### src/rtl/counter_ctrl_pkg.sv
// counter_ctrl_pkg: shared types and constants for the front-panel controller.
//   state_t : up/down repeat FSM states
//   dir_t   : direction of the button that started the current press
//   BTN_*   : bit positions of the five buttons inside the button vectors
//   cnt_w() : counter width for a count of n values (never narrower than 1)
package counter_ctrl_pkg;

    localparam int DIG_W = 4;

    localparam int NUM_BTNS   = 5;
    localparam int BTN_UP     = 0;
    localparam int BTN_DOWN   = 1;
    localparam int BTN_LEFT   = 2;
    localparam int BTN_RIGHT  = 3;
    localparam int BTN_CENTRE = 4;

    typedef enum logic [1:0] {IDLE, FIRST, HOLD, REPEAT} state_t;
    typedef enum logic {UP, DN} dir_t;

    function automatic int cnt_w(input int n);
        return (n > 1) ? $clog2(n) : 1;
    endfunction

endpackage

### src/rtl/btn_debounce.sv
// btn_debounce: conditions one raw pushbutton.
//   clk, reset : system clock, asynchronous active-high reset
//   raw        : asynchronous button pin
//   level      : debounced button level
//   rise, fall : one-cycle pulses, registered together with the level change
// A level change is accepted once the synchronized input has disagreed with
// the debounced level for DEBOUNCE_CYCLES consecutive cycles.
module btn_debounce
    import counter_ctrl_pkg::*;
#(
    parameter int DEBOUNCE_CYCLES = 500000
) (
    input  logic clk,
    input  logic reset,
    input  logic raw,
    output logic level,
    output logic rise,
    output logic fall
);

    localparam int CW = cnt_w(DEBOUNCE_CYCLES);

    logic          sync1;
    logic          sync2;
    logic [CW-1:0] cnt;

    // NOTE: sequential state uses non-blocking assignments so every register
    // samples pre-edge values, independent of statement order.
    always_ff @(posedge clk or posedge reset) begin
        if (reset) begin
            sync1 <= 1'b0;
            sync2 <= 1'b0;
            cnt   <= '0;
            level <= 1'b0;
            rise  <= 1'b0;
            fall  <= 1'b0;
        end else begin
            sync1 <= raw;
            sync2 <= sync1;
            rise  <= 1'b0;
            fall  <= 1'b0;
            if (sync2 == level) begin
                cnt <= '0;
            end else if (cnt == CW'(DEBOUNCE_CYCLES - 1)) begin
                cnt   <= '0;
                level <= ~level;
                rise  <= ~level;
                fall  <= level;
            end else begin
                cnt <= cnt + 1'b1;
            end
        end
    end

endmodule

### src/rtl/counter_ctrl.sv
// counter_ctrl: front-panel controller driving hex_counter.
//   clk, reset          : system clock, asynchronous active-high reset
//                         (deassertion is expected to be synchronous upstream)
//   btn_up/down/left/right/centre : raw asynchronous pushbuttons
//   add, sub            : one-cycle increment/decrement pulses, hold-to-repeat
//   dig_incr            : selected digit index, 0..NUM_DIGITS-1
//   counter_clear       : one-cycle clear pulse after a long centre press
//   repeating           : high while auto-repeat is running
module counter_ctrl
    import counter_ctrl_pkg::*;
#(
    parameter int NUM_DIGITS      = 9,
    parameter int DEBOUNCE_CYCLES = 500000,
    parameter int REPEAT_DELAY    = 25000000,
    parameter int REPEAT_PERIOD   = 5000000,
    parameter int CLEAR_HOLD      = 100000000
) (
    input  logic             clk,
    input  logic             reset,
    input  logic             btn_up,
    input  logic             btn_down,
    input  logic             btn_left,
    input  logic             btn_right,
    input  logic             btn_centre,
    output logic             add,
    output logic             sub,
    output logic [DIG_W-1:0] dig_incr,
    output logic             counter_clear,
    output logic             repeating
);

    localparam int TW  = (cnt_w(REPEAT_DELAY) > cnt_w(REPEAT_PERIOD)) ?
                         cnt_w(REPEAT_DELAY) : cnt_w(REPEAT_PERIOD);
    localparam int CLW = cnt_w(CLEAR_HOLD);

    logic [NUM_BTNS-1:0] raw;
    logic [NUM_BTNS-1:0] level;
    logic [NUM_BTNS-1:0] rise;
    logic [NUM_BTNS-1:0] fall;

    assign raw = {btn_centre, btn_right, btn_left, btn_down, btn_up};

    for (genvar b = 0; b < NUM_BTNS; b++) begin : g_btn
        btn_debounce #(
            .DEBOUNCE_CYCLES(DEBOUNCE_CYCLES)
        ) u_btn (
            .clk   (clk),
            .reset (reset),
            .raw   (raw[b]),
            .level (level[b]),
            .rise  (rise[b]),
            .fall  (fall[b])
        );
    end

    // Edges and levels the controller has no use for.
    logic unused_edges;
    assign unused_edges = ^{level[BTN_LEFT], level[BTN_RIGHT], rise[BTN_CENTRE],
                            fall[BTN_LEFT], fall[BTN_RIGHT], fall[BTN_CENTRE]};

    // ---------------- long-press clear ----------------
    logic [CLW-1:0] clr_cnt;
    logic           clr_done;
    logic           clear_fire;

    // The counter parks at its top value; clr_done blocks a second pulse
    // until centre is released.
    assign clear_fire = level[BTN_CENTRE] && !clr_done &&
                        (clr_cnt == CLW'(CLEAR_HOLD - 1));

    always_ff @(posedge clk or posedge reset) begin
        if (reset) begin
            clr_cnt       <= '0;
            clr_done      <= 1'b0;
            counter_clear <= 1'b0;
        end else begin
            counter_clear <= clear_fire;
            if (!level[BTN_CENTRE]) begin
                clr_cnt  <= '0;
                clr_done <= 1'b0;
            end else if (clr_cnt == CLW'(CLEAR_HOLD - 1)) begin
                clr_done <= 1'b1;
            end else begin
                clr_cnt <= clr_cnt + 1'b1;
            end
        end
    end

    // ---------------- up/down repeat FSM ----------------
    state_t        state;
    dir_t          dir;
    logic [TW-1:0] timer;
    logic          cancel;

    assign cancel = (dir == UP) ? (fall[BTN_UP]   | rise[BTN_DOWN])
                                : (fall[BTN_DOWN] | rise[BTN_UP]);

    // The timer is loaded on the same edge that raises a pulse, so both
    // intervals are measured pulse-to-pulse.
    always_ff @(posedge clk or posedge reset) begin
        if (reset) begin
            state     <= IDLE;
            dir       <= UP;
            timer     <= '0;
            add       <= 1'b0;
            sub       <= 1'b0;
            repeating <= 1'b0;
        end else begin
            add <= 1'b0;
            sub <= 1'b0;
            if (clear_fire) begin
                state     <= IDLE;
                repeating <= 1'b0;
            end else if (state == IDLE) begin
                if (rise[BTN_UP] && !level[BTN_DOWN]) begin
                    state <= FIRST;
                    dir   <= UP;
                    add   <= 1'b1;
                    timer <= TW'(REPEAT_DELAY - 1);
                end else if (rise[BTN_DOWN] && !level[BTN_UP]) begin
                    state <= FIRST;
                    dir   <= DN;
                    sub   <= 1'b1;
                    timer <= TW'(REPEAT_DELAY - 1);
                end
            end else if (cancel) begin
                state     <= IDLE;
                repeating <= 1'b0;
            end else if (timer == '0) begin
                state     <= REPEAT;
                repeating <= 1'b1;
                add       <= (dir == UP);
                sub       <= (dir == DN);
                timer     <= TW'(REPEAT_PERIOD - 1);
            end else begin
                timer <= timer - 1'b1;
                if (state == FIRST) begin
                    state <= HOLD;
                end
            end
        end
    end

    // ---------------- digit select ----------------
    always_ff @(posedge clk or posedge reset) begin
        if (reset) begin
            dig_incr <= '0;
        end else if (!clear_fire) begin
            if (rise[BTN_LEFT] && !rise[BTN_RIGHT]) begin
                dig_incr <= (dig_incr == DIG_W'(NUM_DIGITS - 1)) ? '0 : dig_incr + 1'b1;
            end else if (rise[BTN_RIGHT] && !rise[BTN_LEFT]) begin
                dig_incr <= (dig_incr == '0) ? DIG_W'(NUM_DIGITS - 1) : dig_incr - 1'b1;
            end
        end
    end

endmodule

### config.mk
export PLATFORM = sky130hd
export DESIGN_NAME = counter_ctrl
export DESIGN_NICKNAME = d
export VERILOG_FILES = /design/src/rtl/counter_ctrl_pkg.sv /design/src/rtl/btn_debounce.sv /design/src/rtl/counter_ctrl.sv
export SDC_FILE = /design/constraint.sdc
export NUM_CORES = 1
export LEC_CHECK = 0
export ABC_AREA = 1
export BUFFER_PORTS_ARGS = -buffer_cell sky130_fd_sc_hd__buf_2
export CAP_MARGIN = 20
export CORE_MARGIN = 1.5
export CORE_UTILIZATION = 25
export CTS_BUF_LIST = sky130_fd_sc_hd__clkbuf_8
export DETAILED_ROUTE_END_ITERATION = 7
export PLACE_DENSITY = 0.43
export SYNTH_ARGS = -nofsm -noshare
export SYNTH_HDL_FRONTEND = slang
export SYNTH_SLANG_ARGS = --single-unit
### constraint.sdc
create_clock -name clk -period 16.07 [get_ports clk]
set_clock_uncertainty 0.1 [all_clocks]
set_input_delay 3.214 -clock clk [delete_from_list [all_inputs] [get_ports clk]]
set_output_delay 3.214 -clock clk [all_outputs]
set_load 0.01 [all_outputs]
==> flow_summary.yaml <==
outcome:
  status: "finished clean"
timing:
  worstMarginPinSlew_ps: 889.0
  post-route-min-period_ps: 4394
  setup_viol: 0
  fmax_ghz: 0.2276
  layout_setup_ws_ps: 11680
  timing.slew.headroom: 0.4073
  fin_crit_sh: 0.2734
  rsz0062_at_grt: "false"
  hold_slack_ps: 252.2
  fin_tns_setup_ps: 0
  final_max_slew_viol_count: 0
  hold_viol: 0
setup_path:
  crit_start: "dig_incr[0]"
  slowest_stage: "dfrtp_1"
  end_kind: "output port"
  r2r-end: "timer[14]"
  crit_type: "reg2out"
  regToRegSetupSlack_ps: 13470
  reg2reg_from: "g_btn[4].u_btn.level"
  worstPathRequired_ps: 12760
  slowest_delay_ps: 430
  critical_path.max_fanout: 5
  critical_path_buf_inv_count: 1
  cp_cell_sequence: "buf_2"
  r2r_cells: 7
  critPathTopFamily: "flip-flops"
  startpoint_type: "flop"
  cp.depth: 1
  worstPathArrival_ps: 1080
clock_network:
  clock_latency_ps: 500
  postCtsSetupBuffers: 0
  cts_resized: 0
  htreeDepth: 4
  cts_buffers: 17
  cts_buffer_depth: 2
  cts_sinks: 180
  hold_buffers: 0
  cts_tree: "built"
  clkTransAtPathRegs_ps: 90
  root_buffer: "clkbuf_8"
power_and_ir_drop:
  power_density_nw_per_um2: 75.94
  p_leak_nw: 4.931
  ir_drop_uv: 43.67
run:
  max_cap_violations: 0
routing:
  viasPerCell: 4.540
  postRouteAntennaNets: 0
  drtPass1Iterations: 7
  drt_iter0_markers: 499
  wl_per_cell_um: 12.79
  drt-total-wl_um: 23990
  drc: 0
  vias: 8512
synth:
  syn_avg_cell_area_um2: 7.533
  yosysWarningCount: 0
  ys_ff_latch: 180
  syn-cell-area_um2: 9921
  synth.distinct_cells: 44
  syn_nets: 1334
  ys_seq_area_frac: 0.4540
  netlist_instances: 1317
layout:
  finalNetCount: 1360
  utilization: 0.2839
  areaGrowthSynthToFinish_pct: 11.38
  drive_above_1_share: 0.06416
  final_cell_mix: "nand2_1 (275), nor2_1 (226), dfrtp_1 (180)"
  layout_commonest_cell: "nand2_1"
die:
  start_util: 0.2549
  ios: 15
  die_area_um2: 40890
  rows: 72
  coreArea_um2: 38920
  fp.dieW_um: 202.2
  die_h_um: 202.2
placed_design:
  dp_slack_ps: 11090
  numPortBuffers: 14
  globalplace.congestion: 0.8394
  dp_hpwl_um: 17030
global_routing:
  grt_overflow_total: 0
  grt_pass1_wl_um: 41630
  grtUsageTotal: 0.1240
  grt_start_max_net_pins: 126
  grt_pass1_vias: 8590
  antenna_found_initial: 1
worst_hold_path:
  hold_depth: 0
  hp-class: "reg2reg"
  hold_path_startpoint: "g_btn[3].u_btn.sync1"
  min_to: "g_btn[3].u_btn.sync2"
kinds of logic (layout without fill, tap and decap cells):
family / Yosys count / after routing / share of synthesized area
fa+ha+maj: 10 / 10 / 0.01261
simple gates: 783 / 783 / 0.3559
other cells: 0 / 1 / 0
xor+xnor: 53 / 53 / 0.04679
flops: 180 / 180 / 0.4540
compound gates: 111 / 111 / 0.06016
buf+inv: 180 / 219 / 0.07050
worst max-delay path by stage:
stage / to
floorplan: add
global placement: g_btn[0].u_btn.fall
detailed placement: g_btn[0].u_btn.fall
CTS: dig_incr[0]
global route: clr_cnt[16]
finish: dig_incr[0]
metal layers:
layer | vias to the layer above | share of wire | GRT usage
met5 | - | 0 | 0
met4 | 0 | 0.020 | 0.05000
met3 | 33 | 0.024 | 0.01951
met2 | 121 | 0.46 | 0.2041
met1 | 3992 | 0.49 | 0.1623
li1 | 4366 | - | -
registers in the layout (all words and copies together) (netlist names), 2 cells and up:
name and cells:
state 2, timer 25, g_btn.u_btn.cnt 95, g_btn.u_btn.level 5, clr_cnt 27, dig_incr 4, g_btn.u_btn.sync2 5, g_btn.u_btn.sync1 5
g_btn.u_btn.fall 2, g_btn.u_btn.rise 4
per-stage QoR:
step	std cells	total power [W]	instance area (um2)
floorplan	1317	0.0004848	9921
global placement	1842	0.0004940	10600
detailed placement	1842	0.0004940	10600
CTS	1874	0.0008551	11050
global route	1874	0.0008763	11050
finish	1875	0.0008390	11050
cell usage after synthesis, drive strengths merged:
| cell type | number | area [um2] |
|---|---|---|
| nand3b | 3 | 22.52 |
| and3 | 6 | 37.54 |
| o21ai | 56 | 280.3 |
| nand3 | 95 | 493.0 |
| o31ai | 2 | 15.01 |
| ha | 10 | 125.1 |
| inv | 171 | 641.9 |
| and2 | 1 | 6.260 |
| a21oi | 34 | 170.2 |
| or2 | 5 | 31.28 |
| nand2 | 280 | 1069 |
| nor3b | 12 | 95.09 |
| buf | 8 | 53.80 |
| a22oi | 3 | 22.52 |
| o21bai | 3 | 22.52 |
| clkbuf | 1 | 3.750 |
| a31oi | 8 | 50.05 |
| a211oi | 1 | 7.510 |
| o211ai | 1 | 7.510 |
| nand4 | 60 | 381.6 |
| nor3 | 67 | 355.3 |
| a31o | 1 | 8.760 |
| nor4 | 16 | 106.4 |
| xor2 | 43 | 376.6 |
| nor2 | 238 | 933.4 |
| dfrtp | 180 | 4504 |
| xnor2 | 10 | 87.58 |
| o22ai | 2 | 12.51 |
cell type report:
class	instances	area [um2]
Fill cell	4271	27870
Tap cell	518	648.1
Sequential cell	180	4504
Antenna cell	1	2.502
Clock buffer	19	261.5
Inverter	171	649.4
Multi-Input combinational cell	957	4717
Clock inverter	13	181.4
Timing Repair Buffer	16	85.08
where the power goes:
group	leakage, nW	total (W)	switching, W	internal (W)
combinational	2.23	0.0000222	0.0000175	0.00000468
clock	0.221	0.000356	0.000178	0.000177
sequential	2.48	0.000461	0.00000438	0.000457
total	4.93	0.000839	0.000200	0.000639
Power figures use the tool's default switching activity.
